[src/rtl/aes_key_sched_ctrl_if.sv]
// Command handshake plus the strobe/control bundle between the AES key-schedule
// controller (slave side) and its requester / datapath / key_expansion (master side).
interface aes_key_sched_ctrl_if #(
    parameter int IDX_W = 4
);
    logic             cmd_valid;
    logic             cmd_ready;
    logic [1:0]       cmd_op;
    logic             ke_set_new_key;
    logic             ke_start_enc;
    logic             ke_ready_enc;
    logic             ke_start_dec;
    logic             ke_ready_dec;
    logic             dp_load;
    logic             dp_round_en;
    logic [IDX_W-1:0] dp_round_idx;
    logic             dp_final;
    logic             dp_decrypt;
    logic             busy;
    logic             key_ready;
    logic             done;
    logic             err;

    modport slave (
        input  cmd_valid, cmd_op,
        output cmd_ready, ke_set_new_key, ke_start_enc, ke_ready_enc, ke_start_dec,
               ke_ready_dec, dp_load, dp_round_en, dp_round_idx, dp_final, dp_decrypt,
               busy, key_ready, done, err
    );

    modport master (
        output cmd_valid, cmd_op,
        input  cmd_ready, ke_set_new_key, ke_start_enc, ke_ready_enc, ke_start_dec,
               ke_ready_dec, dp_load, dp_round_en, dp_round_idx, dp_final, dp_decrypt,
               busy, key_ready, done, err
    );
endinterface

[src/rtl/aes_key_sched_ctrl.sv]
// Sequencer for the AES round datapath and key_expansion: turns load/encrypt/decrypt
// commands into registered edge strobes, round load/enable/index and key-valid tracking.
module aes_key_sched_ctrl #(
    parameter int NUM_ROUNDS = 10,
    parameter int IDX_W      = 4
) (
    input  logic                 clk,
    input  logic                 rst,
    aes_key_sched_ctrl_if.slave  bus
);
    localparam logic [3:0] ST_IDLE       = 4'd0;
    localparam logic [3:0] ST_LOAD       = 4'd1;
    localparam logic [3:0] ST_PREP_START = 4'd2;
    localparam logic [3:0] ST_PREP_STEP  = 4'd3;
    localparam logic [3:0] ST_PREP_GAP   = 4'd4;
    localparam logic [3:0] ST_START      = 4'd5;
    localparam logic [3:0] ST_STEP       = 4'd6;
    localparam logic [3:0] ST_APPLY      = 4'd7;
    localparam logic [3:0] ST_FINISH     = 4'd8;

    localparam logic [1:0] OP_LOAD = 2'b00;
    localparam logic [1:0] OP_ENC  = 2'b01;
    localparam logic [1:0] OP_DEC  = 2'b10;
    localparam logic [1:0] OP_RSVD = 2'b11;

    localparam logic [IDX_W-1:0] LAST_ROUND  = IDX_W'(NUM_ROUNDS);
    localparam logic [IDX_W-1:0] FIRST_ROUND = '0;

    logic [3:0]       state_q, state_d;
    logic [IDX_W-1:0] round_q, round_d;
    logic [1:0]       op_q, op_d;
    logic             cmd_ready_q, cmd_ready_d;
    logic             busy_q, busy_d;
    logic             set_key_q, set_key_d;
    logic             start_enc_q, start_enc_d;
    logic             ready_enc_q, ready_enc_d;
    logic             start_dec_q, start_dec_d;
    logic             ready_dec_q, ready_dec_d;
    logic             load_q, load_d;
    logic             round_en_q, round_en_d;
    logic [IDX_W-1:0] idx_q, idx_d;
    logic             final_q, final_d;
    logic             decrypt_q, decrypt_d;
    logic             key_ready_q, key_ready_d;
    logic             done_q, done_d;
    logic             err_q, err_d;

    logic             accept;
    logic             is_dec;
    logic             last_round;
    logic [IDX_W-1:0] round_step;

    assign accept     = bus.cmd_valid && cmd_ready_q;
    assign is_dec     = (op_q == OP_DEC);
    assign last_round = is_dec ? (round_q == FIRST_ROUND) : (round_q == LAST_ROUND);
    assign round_step = is_dec ? (round_q - 1'b1) : (round_q + 1'b1);

    // Outputs are derived from the current state and registered, so every strobe
    // appears one cycle after the state that requests it.
    always_comb begin
        state_d     = state_q;
        round_d     = round_q;
        op_d        = op_q;
        set_key_d   = 1'b0;
        start_enc_d = 1'b0;
        ready_enc_d = 1'b0;
        start_dec_d = 1'b0;
        ready_dec_d = 1'b0;
        load_d      = 1'b0;
        round_en_d  = 1'b0;
        idx_d       = idx_q;
        final_d     = 1'b0;
        decrypt_d   = decrypt_q;
        key_ready_d = key_ready_q;
        done_d      = 1'b0;
        err_d       = 1'b0;

        case (state_q)
            ST_IDLE: begin
                decrypt_d = 1'b0;
                if (accept) begin
                    op_d      = bus.cmd_op;
                    decrypt_d = (bus.cmd_op == OP_DEC);
                    case (bus.cmd_op)
                        OP_LOAD: state_d = ST_LOAD;
                        OP_ENC: begin
                            state_d = ST_START;
                            round_d = FIRST_ROUND;
                        end
                        OP_DEC: begin
                            // key_expansion must first walk forward to the last round key
                            state_d = key_ready_q ? ST_START : ST_PREP_START;
                            round_d = key_ready_q ? LAST_ROUND : FIRST_ROUND;
                        end
                        default: state_d = ST_FINISH;
                    endcase
                end
            end
            ST_LOAD: begin
                set_key_d   = 1'b1;
                key_ready_d = 1'b0;
                state_d     = ST_FINISH;
            end
            ST_PREP_START: begin
                start_enc_d = 1'b1;
                round_d     = FIRST_ROUND + 1'b1;
                state_d     = ST_PREP_STEP;
            end
            ST_PREP_STEP: begin
                ready_enc_d = 1'b1;
                state_d     = ST_PREP_GAP;
            end
            ST_PREP_GAP: begin
                if (round_q == LAST_ROUND) begin
                    key_ready_d = 1'b1;
                    state_d     = ST_START;
                end else begin
                    round_d = round_q + 1'b1;
                    state_d = ST_PREP_STEP;
                end
            end
            ST_START: begin
                start_enc_d = !is_dec;
                start_dec_d = is_dec;
                load_d      = 1'b1;
                idx_d       = round_q;
                round_d     = round_step;
                state_d     = ST_STEP;
            end
            ST_STEP: begin
                ready_enc_d = !is_dec;
                ready_dec_d = is_dec;
                state_d     = ST_APPLY;
            end
            ST_APPLY: begin
                round_en_d = 1'b1;
                idx_d      = round_q;
                final_d    = last_round;
                if (last_round) begin
                    state_d = ST_FINISH;
                end else begin
                    round_d = round_step;
                    state_d = ST_STEP;
                end
            end
            ST_FINISH: begin
                err_d   = (op_q == OP_RSVD);
                done_d  = (op_q != OP_RSVD);
                if (op_q == OP_ENC) begin
                    key_ready_d = 1'b1;
                end
                state_d = ST_IDLE;
            end
            default: state_d = ST_IDLE;
        endcase
    end

    assign cmd_ready_d = (state_q == ST_IDLE) && !accept;
    assign busy_d      = !cmd_ready_d;

    always_ff @(posedge clk or posedge rst) begin
        if (rst) begin
            state_q     <= ST_IDLE;
            round_q     <= '0;
            op_q        <= OP_LOAD;
            cmd_ready_q <= 1'b0;
            busy_q      <= 1'b0;
            set_key_q   <= 1'b0;
            start_enc_q <= 1'b0;
            ready_enc_q <= 1'b0;
            start_dec_q <= 1'b0;
            ready_dec_q <= 1'b0;
            load_q      <= 1'b0;
            round_en_q  <= 1'b0;
            idx_q       <= '0;
            final_q     <= 1'b0;
            decrypt_q   <= 1'b0;
            key_ready_q <= 1'b0;
            done_q      <= 1'b0;
            err_q       <= 1'b0;
        end else begin
            state_q     <= state_d;
            round_q     <= round_d;
            op_q        <= op_d;
            cmd_ready_q <= cmd_ready_d;
            busy_q      <= busy_d;
            set_key_q   <= set_key_d;
            start_enc_q <= start_enc_d;
            ready_enc_q <= ready_enc_d;
            start_dec_q <= start_dec_d;
            ready_dec_q <= ready_dec_d;
            load_q      <= load_d;
            round_en_q  <= round_en_d;
            idx_q       <= idx_d;
            final_q     <= final_d;
            decrypt_q   <= decrypt_d;
            key_ready_q <= key_ready_d;
            done_q      <= done_d;
            err_q       <= err_d;
        end
    end

    assign bus.cmd_ready      = cmd_ready_q;
    assign bus.busy           = busy_q;
    assign bus.ke_set_new_key = set_key_q;
    assign bus.ke_start_enc   = start_enc_q;
    assign bus.ke_ready_enc   = ready_enc_q;
    assign bus.ke_start_dec   = start_dec_q;
    assign bus.ke_ready_dec   = ready_dec_q;
    assign bus.dp_load        = load_q;
    assign bus.dp_round_en    = round_en_q;
    assign bus.dp_round_idx   = idx_q;
    assign bus.dp_final       = final_q;
    assign bus.dp_decrypt     = decrypt_q;
    assign bus.key_ready      = key_ready_q;
    assign bus.done           = done_q;
    assign bus.err            = err_q;
endmodule
[src/flat_wrapper.sv]
// flat-port wrapper written by rule: the top's interface ports become plain ports
module aes_key_sched_ctrl_flat 
#(
    parameter int NUM_ROUNDS = 10,
    parameter int IDX_W      = 4
)
  (clk, rst, bus_cmd_valid, bus_cmd_op, bus_cmd_ready, bus_ke_set_new_key, bus_ke_start_enc, bus_ke_ready_enc, bus_ke_start_dec, bus_ke_ready_dec, bus_dp_load, bus_dp_round_en, bus_dp_round_idx, bus_dp_final, bus_dp_decrypt, bus_busy, bus_key_ready, bus_done, bus_err);
  aes_key_sched_ctrl_if #(.IDX_W(IDX_W)) bus_i ();
  input  logic clk;
  input  logic rst;
  input wire logic [$bits(bus_i.cmd_valid)-1:0] bus_cmd_valid;
  input wire logic [$bits(bus_i.cmd_op)-1:0] bus_cmd_op;
  output wire logic [$bits(bus_i.cmd_ready)-1:0] bus_cmd_ready;
  output wire logic [$bits(bus_i.ke_set_new_key)-1:0] bus_ke_set_new_key;
  output wire logic [$bits(bus_i.ke_start_enc)-1:0] bus_ke_start_enc;
  output wire logic [$bits(bus_i.ke_ready_enc)-1:0] bus_ke_ready_enc;
  output wire logic [$bits(bus_i.ke_start_dec)-1:0] bus_ke_start_dec;
  output wire logic [$bits(bus_i.ke_ready_dec)-1:0] bus_ke_ready_dec;
  output wire logic [$bits(bus_i.dp_load)-1:0] bus_dp_load;
  output wire logic [$bits(bus_i.dp_round_en)-1:0] bus_dp_round_en;
  output wire logic [$bits(bus_i.dp_round_idx)-1:0] bus_dp_round_idx;
  output wire logic [$bits(bus_i.dp_final)-1:0] bus_dp_final;
  output wire logic [$bits(bus_i.dp_decrypt)-1:0] bus_dp_decrypt;
  output wire logic [$bits(bus_i.busy)-1:0] bus_busy;
  output wire logic [$bits(bus_i.key_ready)-1:0] bus_key_ready;
  output wire logic [$bits(bus_i.done)-1:0] bus_done;
  output wire logic [$bits(bus_i.err)-1:0] bus_err;
  assign bus_i.cmd_valid = bus_cmd_valid;
  assign bus_i.cmd_op = bus_cmd_op;
  assign bus_cmd_ready = bus_i.cmd_ready;
  assign bus_ke_set_new_key = bus_i.ke_set_new_key;
  assign bus_ke_start_enc = bus_i.ke_start_enc;
  assign bus_ke_ready_enc = bus_i.ke_ready_enc;
  assign bus_ke_start_dec = bus_i.ke_start_dec;
  assign bus_ke_ready_dec = bus_i.ke_ready_dec;
  assign bus_dp_load = bus_i.dp_load;
  assign bus_dp_round_en = bus_i.dp_round_en;
  assign bus_dp_round_idx = bus_i.dp_round_idx;
  assign bus_dp_final = bus_i.dp_final;
  assign bus_dp_decrypt = bus_i.dp_decrypt;
  assign bus_busy = bus_i.busy;
  assign bus_key_ready = bus_i.key_ready;
  assign bus_done = bus_i.done;
  assign bus_err = bus_i.err;
  aes_key_sched_ctrl #(.NUM_ROUNDS(NUM_ROUNDS), .IDX_W(IDX_W)) u_core (.clk(clk), .rst(rst), .bus(bus_i));
endmodule
[config.mk]
export PLATFORM = sky130hd
export DESIGN_NAME = aes_key_sched_ctrl_flat
export DESIGN_NICKNAME = d
export VERILOG_FILES = /design/src/rtl/aes_key_sched_ctrl_if.sv /design/src/rtl/aes_key_sched_ctrl.sv /design/src/flat_wrapper.sv
export SDC_FILE = /design/constraint.sdc
export NUM_CORES = 1
export LEC_CHECK = 0
export ABC_CLOCK_PERIOD_IN_PS = 2500
export BUFFER_PORTS_ARGS = -buffer_cell sky130_fd_sc_hd__buf_2
export CORE_MARGIN = 1.5
export CORE_UTILIZATION = 55
export CTS_BUF_LIST = sky130_fd_sc_hd__clkbuf_16
export CTS_CLUSTER_SIZE = 40
export DETAILED_ROUTE_END_ITERATION = 8
export GPL_TIMING_DRIVEN = 0
export PLACE_DENSITY_LB_ADDON = 0.05
export SYNTH_ARGS = -nofsm -noshare
export SYNTH_HDL_FRONTEND = slang
export SYNTH_SLANG_ARGS = --single-unit
[constraint.sdc]
create_clock -name clk -period 2.5 [get_ports clk]
set_input_delay 0.125 -clock clk [delete_from_list [all_inputs] [get_ports clk]]
set_output_delay 0.125 -clock clk [all_outputs]
set_load 0.02 [all_outputs]
Word level (Yosys, flattened, before mapping)
Index checks and enable logic that the tools add are counted.
- flip-flop bits (word level): 28
- latch bits: 0
- bits in writable memories: 0
- memory bits (read-only): 0
- output and inout port bits: 18
- logic and storage cells: 83
- memories kept: 0
- add/sub/neg operators: 2
- $mul: 0
- divide/modulo/power cells: 0
- order comparisons: 0
- equality and inequality tests: 21
- shift operators: 0
- multiplexer cells: 28
- bitwise gates (word level): 0
- reduce and logical (&&, ||, !) cells: 14
- operators with widths (kind ; count):
    4-bit case mux with 8 select lines ; 1
    4-bit two-way mux ; 7
    4-bit case mux with 5 select lines ; 1
    4-bit by 3-bit == test with 1-bit output, second input constant ; 4
    1-bit two-way mux ; 12
    4-bit case mux with 3 select lines ; 1
    4-bit by 2-bit == test with 1-bit output, second input constant ; 2
    4-bit == test, second input constant ; 2
    4-bit logical NOT ; 2
    4-bit case mux with 2 select lines ; 1
    2-bit == test, second input constant ; 3
    3-bit two-way mux ; 2
    2-bit by 1-bit inequality test with 1-bit output, second input constant ; 3
    2-bit inequality test, second input constant ; 3
    5-bit AND reduction ; 1
    5-bit nonzero test ; 1
    4-bit by 1-bit adder with 4-bit output, second input constant ; 1
    2-bit by 1-bit == test with 1-bit output, second input constant ; 2
    4-bit by 1-bit == test with 1-bit output, second input constant ; 1
    1-bit case mux with 2 select lines ; 2
    4-bit by 1-bit subtractor with 4-bit output, second input constant ; 1
    1-bit logical NOT ; 3
    3-bit by 2-bit inequality test with 1-bit output, second input constant ; 1
    1-bit case mux with 3 select lines ; 1
    other kinds (6) ; 7

Depth between registers and ports, before layout
- word-level depth: 4
- mapped depth: 7

Least setup slack after synthesis
Ideal clock, no wire load.
- kind: register to register
- start point: register u_core.state_q[1]
- end point: register u_core.round_q[0]
- arrival: 1621 ps
- path slack: 754 ps
- cell stages (with the launch flop): 7
- buffers on the path: 1
- clock period less this slack: 1746 ps
- path through: dfrtp_1 buf_6 or4_4 a21oi_2 a211oi_2 nand3_4 mux2_4
- cells in the longest elaborated chain, start to end: 3
- elaborated cells on any way between the ends: 12
- RTL lines (element ; line ; text):
    start, declared ; aes_key_sched_ctrl.sv:29 ; logic [3:0] state_q, state_d;
    start signal, assigned ; aes_key_sched_ctrl.sv:182 ; state_q <= state_d;
    4-bit by 2-bit == test with 1-bit output, or another cell as far along ; aes_key_sched_ctrl.sv:78 ; case (state_q)
    5-bit nonzero test (no source line), or another cell as far along ; n/a ;
    5-bit AND reduction (no source line) ; n/a ;
    end signal, assigned ; aes_key_sched_ctrl.sv:183 ; round_q <= round_d;
    end, declared ; aes_key_sched_ctrl.sv:30 ; logic [IDX_W-1:0] round_q, round_d;
Parallel ways exist; a longest one is shown, timed or not.
A chain may end at the register's enable or synchronous reset.

Worst setup path after layout
- start point: register u_core.round_q[0]
- end point: register u_core.round_q[0]
- cells in the longest elaborated chain, start to end: 4
- elaborated cells on any way between the ends: 12
- RTL lines (element ; line):
    4-bit by 1-bit adder with 4-bit output, or another cell as far along ; aes_key_sched_ctrl.sv:56, aes_key_sched_ctrl.sv:118
    4-bit two-way mux or 1-bit two-way mux (tied branches) ; aes_key_sched_ctrl.sv:56, aes_key_sched_ctrl.sv:55
    4-bit two-way mux or 2-bit inequality test (tied branches) ; n/a
    4-bit case mux with 5 select lines or 5-bit AND reduction (tied branches) ; n/a
Parallel ways exist; a longest one is shown, timed or not. The select of a mux whose other input is x is not followed.

==> metrics.md <==
| Metric | Value |
|---|---|
| Status | `completed` |
| Final Core Density | `about 70%` |
| Number of antenna violations at the first check in global routing | `0` |
| Initial core utilization | `59.2%` |
| Avg Vias per Cell | `~5.9` |
| Worst Max-Slew Pin Slew | `around 1.1 ns` |
| Leak | `~0.85 nW` |
| Post-Syn Instances | `roughly 150` |
| Async set or reset register ratio after synthesis | `100%` |
| Min cycle time layout | `approximately 2.0 ns` |
| Via count | `roughly 1200` |
| Crit path required time | `2.65 ns` |
| Pre-CTS setup slack | `around 0.6 ns` |
| CTS tree | `yes` |
| Net count after synthesis | `roughly 160` |
| Worst vdd ir | `1000 uV` |
| Hold Crit Class | `in2reg` |
| Iteration-0 DRC Markers | `40` |
| Overall power | `approximately 2.2 mW` |
| Area Growth Syn to Fin | `17.1%` |
| Core area | `~0.0025 mm2` |
| Die Y | `54.9 um` |
| Slew margin rel. | `29.3%` |
| # IOs | `23` |
| PwrDens | `approximately 1300 mW/mm2` |
| Die Wd | `roughly 55 um` |
| First-pass GRT wire length | `slightly above 5000 um` |
| Avg WL per Cell | `15.2 um` |
| Fin. Hold Viols | `0` |
| Placed Cells | `~210` |
| Dominant synthesized flop cell | `dfrtp_1` |
| # diodes | `0` |
| Max Freq | `between 0.5 and 0.6 GHz` |
| Final setup violation count | `0` |
| Max FO, Critical Path | `5` |
| Longest Clk Path Bufs | `2` |
| Row count | `18` |
| Drt first pass iters | `4` |
| Setup slack after layout | `0.528 ns` |
| Final RePlAce weighted congestion | `0.928` |
| Clock skew | `between 0.002 and 0.0025 ns` |
| EDFF count, synth | `0` |
| MaxCap Viol Count | `0` |
| Die Footprint | `0.00301 mm2` |
| Resize count post-CTS | `0` |
| Clock transition at path regs | `about 0.07 ns` |
| Total CTS buffers | `3` |
| CTS H-tree lvls | `1` |
| Worst stage delay on the critical path | `between 0.4 and 0.5 ns` |
| Share of layout cells above drive strength 1 | `22.8%` |
| Post-CTS setup repair buffer count | `0` |
| Clk_lat worst skew | `between 0.2 and 0.3 ns` |
| Share of the synthesized area in the top cell type | `approximately 47%` |
| Post-Route WL | `~3200 um` |
| Ranking of synthesized cells by area | `dfrtp_1, a21oi_1, nand2_1` |
| Final instance area | `approximately 0.0017 mm2` |
| Hold slack | `between 0.07 and 0.08 ns` |
| Final nets | `190` |
| Hold-fix buffers, CTS | `0` |
| Slowest CP cell | `dfrtp_1` |
| Area after DPL | `approximately 0.0016 mm2` |
| Average size of a mapped cell | `between 9 and 10 um2` |
| CP cell instances | `inv_1 > ha_1 > nand2_1 > nor2_1 > o21ai_0 > nand3_4 > mux2_4` |
| Number of global-route vias before repair | `around 1100` |
| Tcrit/Tclk final | `approximately four fifths` |
| Synth Warn # | `0` |
| Mapped Area | `0.00148 mm2` |
| Crit path launch type | `flip-flop` |
| Hpwl dp | `2230 um` |
| Synth Register Bits | `28` |
| Remaining antenna violation count | `0` |
| Gr usage total | `24.5%` |
| TritonCTS Sinks | `28` |
| Setup CP Type | `reg2reg` |
| Crit end category | `flip-flop` |
| Part of the Yosys area used for sequential elements | `a little under half` |
| Port Buffers | `22` |
| Final cell count without fillers | `210` |
| Setup TNS | `0 ns` |
| # DRC | `0` |
| RSZ-0062 raised after global routing | `false` |
| Final Max Slew Viols | `0` |
| Grt ovf | `0` |
| Arrival time worst endpoint | `2.12 ns` |
| Largest area contributor in the netlist | `dfrtp_1` |
| Root buf cell | `clkbuf_16` |
| Pin count of the biggest net entering global routing | `29` |
| Synth unique cells | `43` |
## worst paths after layout
kind	cells after the start	to	from	slack [ns]
max	7	u_core.round_q[0]$_DFFE_PP0P_	u_core.round_q[0]$_DFFE_PP0P_	0.53
min	2	u_core.bus.cmd_ready$_DFF_PP0_	bus_cmd_valid	0.08
max reg2reg	7	u_core.round_q[0]$_DFFE_PP0P_	u_core.round_q[0]$_DFFE_PP0P_	0.53
min reg2reg	2	u_core.bus.dp_round_idx[0]$_DFFE_PP0N_	u_core.bus.dp_round_idx[0]$_DFFE_PP0N_	0.48
max in group asynchronous	2	u_core.bus.ke_start_enc$_DFF_PP0_	rst	1.75
min in group asynchronous	2	u_core.bus.dp_round_idx[2]$_DFFE_PP0N_	rst	0.12
## power by group
part,internal [mW],switching (mW),leakage (nW)
logic,0.392,0.668,0.419
registers,0.583,0.103,0.376
clock network,0.319,0.150,0.0511
total,1.29,0.920,0.846
## worst max-delay path, delay by kind of cell, from the launching register on
kind | cells | cell delay, ns
muxes | 1 | 0.32
DFF | 1 | 0.43
adders and majority gates | 1 | 0.22
buffers and inverters | 1 | 0.14
AOI/OAI and AO/OA | 1 | 0.39
and+or+nand+nor | 3 | 0.36
## cells in the final DEF (no fill, tap or decap), types with 2 or more instances in the layout
cell type / Yosys / layout
inv_2: 2 / 2
nor3_1: 6 / 6
a31oi_1: 2 / 2
nand2_1: 15 / 15
mux2_1: 3 / 3
a21oi_1: 12 / 12
buf_2: 5 / 27
clkbuf_1: 2 / 2
dfrtp_1: 28 / 28
o2bb2ai_1: 2 / 2
nor2_1: 11 / 11
nand3_1: 6 / 6
o21ai_0: 10 / 10
nand2b_1: 4 / 4
nor4_1: 3 / 3
nand4_1: 2 / 2
ha_1: 4 / 4
or3_1: 2 / 2
mux2i_1: 2 / 2
clkbuf_16: 0 / 3
inv_1: 8 / 8
nor2b_1: 2 / 2
xnor2_1: 2 / 2
## routing by layer
layer / track usage, % / vias to the layer above / wire [um]
li1: - / 593 / -
met1: 30.7 / 583 / 1360
met2: 39.7 / 50 / 1540
met3: 4.10 / 11 / 198
met4: 13.8 / 0 / 100
met5: 0 / - / 0
## area by class of cell
type	instances	area, um2
Clock buffer	3	75.1
Tap cell	30	37.5
Sequential cell	28	701
Fill cell	189	768
Clock inverter	1	30.0
Timing Repair Buffer	22	110
Buffer	8	43.8
Inverter	10	37.5
Multi-Input combinational cell	108	697
## sequential cells by signal, indices dropped and copies added, names as in the netlist, 2 cells and up
signal	cells
u_core.bus.dp_round_idx	4
u_core.op_q	2
u_core.round_q	4
u_core.state_q	4
## synthesized netlist by cell type, types with 2 or more instances
master,instances
nand2_1,15
nand2b_1,4
or3_1,2
a21oi_1,12
inv_2,2
ha_1,4
nor2b_1,2
a31oi_1,2
xnor2_1,2
nand4_1,2
clkbuf_1,2
nor2_1,11
mux2_1,3
inv_1,8
nand3_1,6
buf_2,5
nor3_1,6
mux2i_1,2
o21ai_0,10
nor4_1,3
dfrtp_1,28
o2bb2ai_1,2
## cells by family after synthesis
logic type / after synthesis / synth area share [%]
XOR/XNOR: 3 / 1.78
flip-flops: 28 / 47.4
buffers and inverters: 18 / 5.50
AO/OA/AOI/OAI: 35 / 14.9
AND/OR/NAND/NOR: 59 / 21.7
adder cells (fa/ha/maj): 4 / 3.38
multiplexers: 7 / 5.41
No activity file was read; power rests on OpenSTA's default activity.
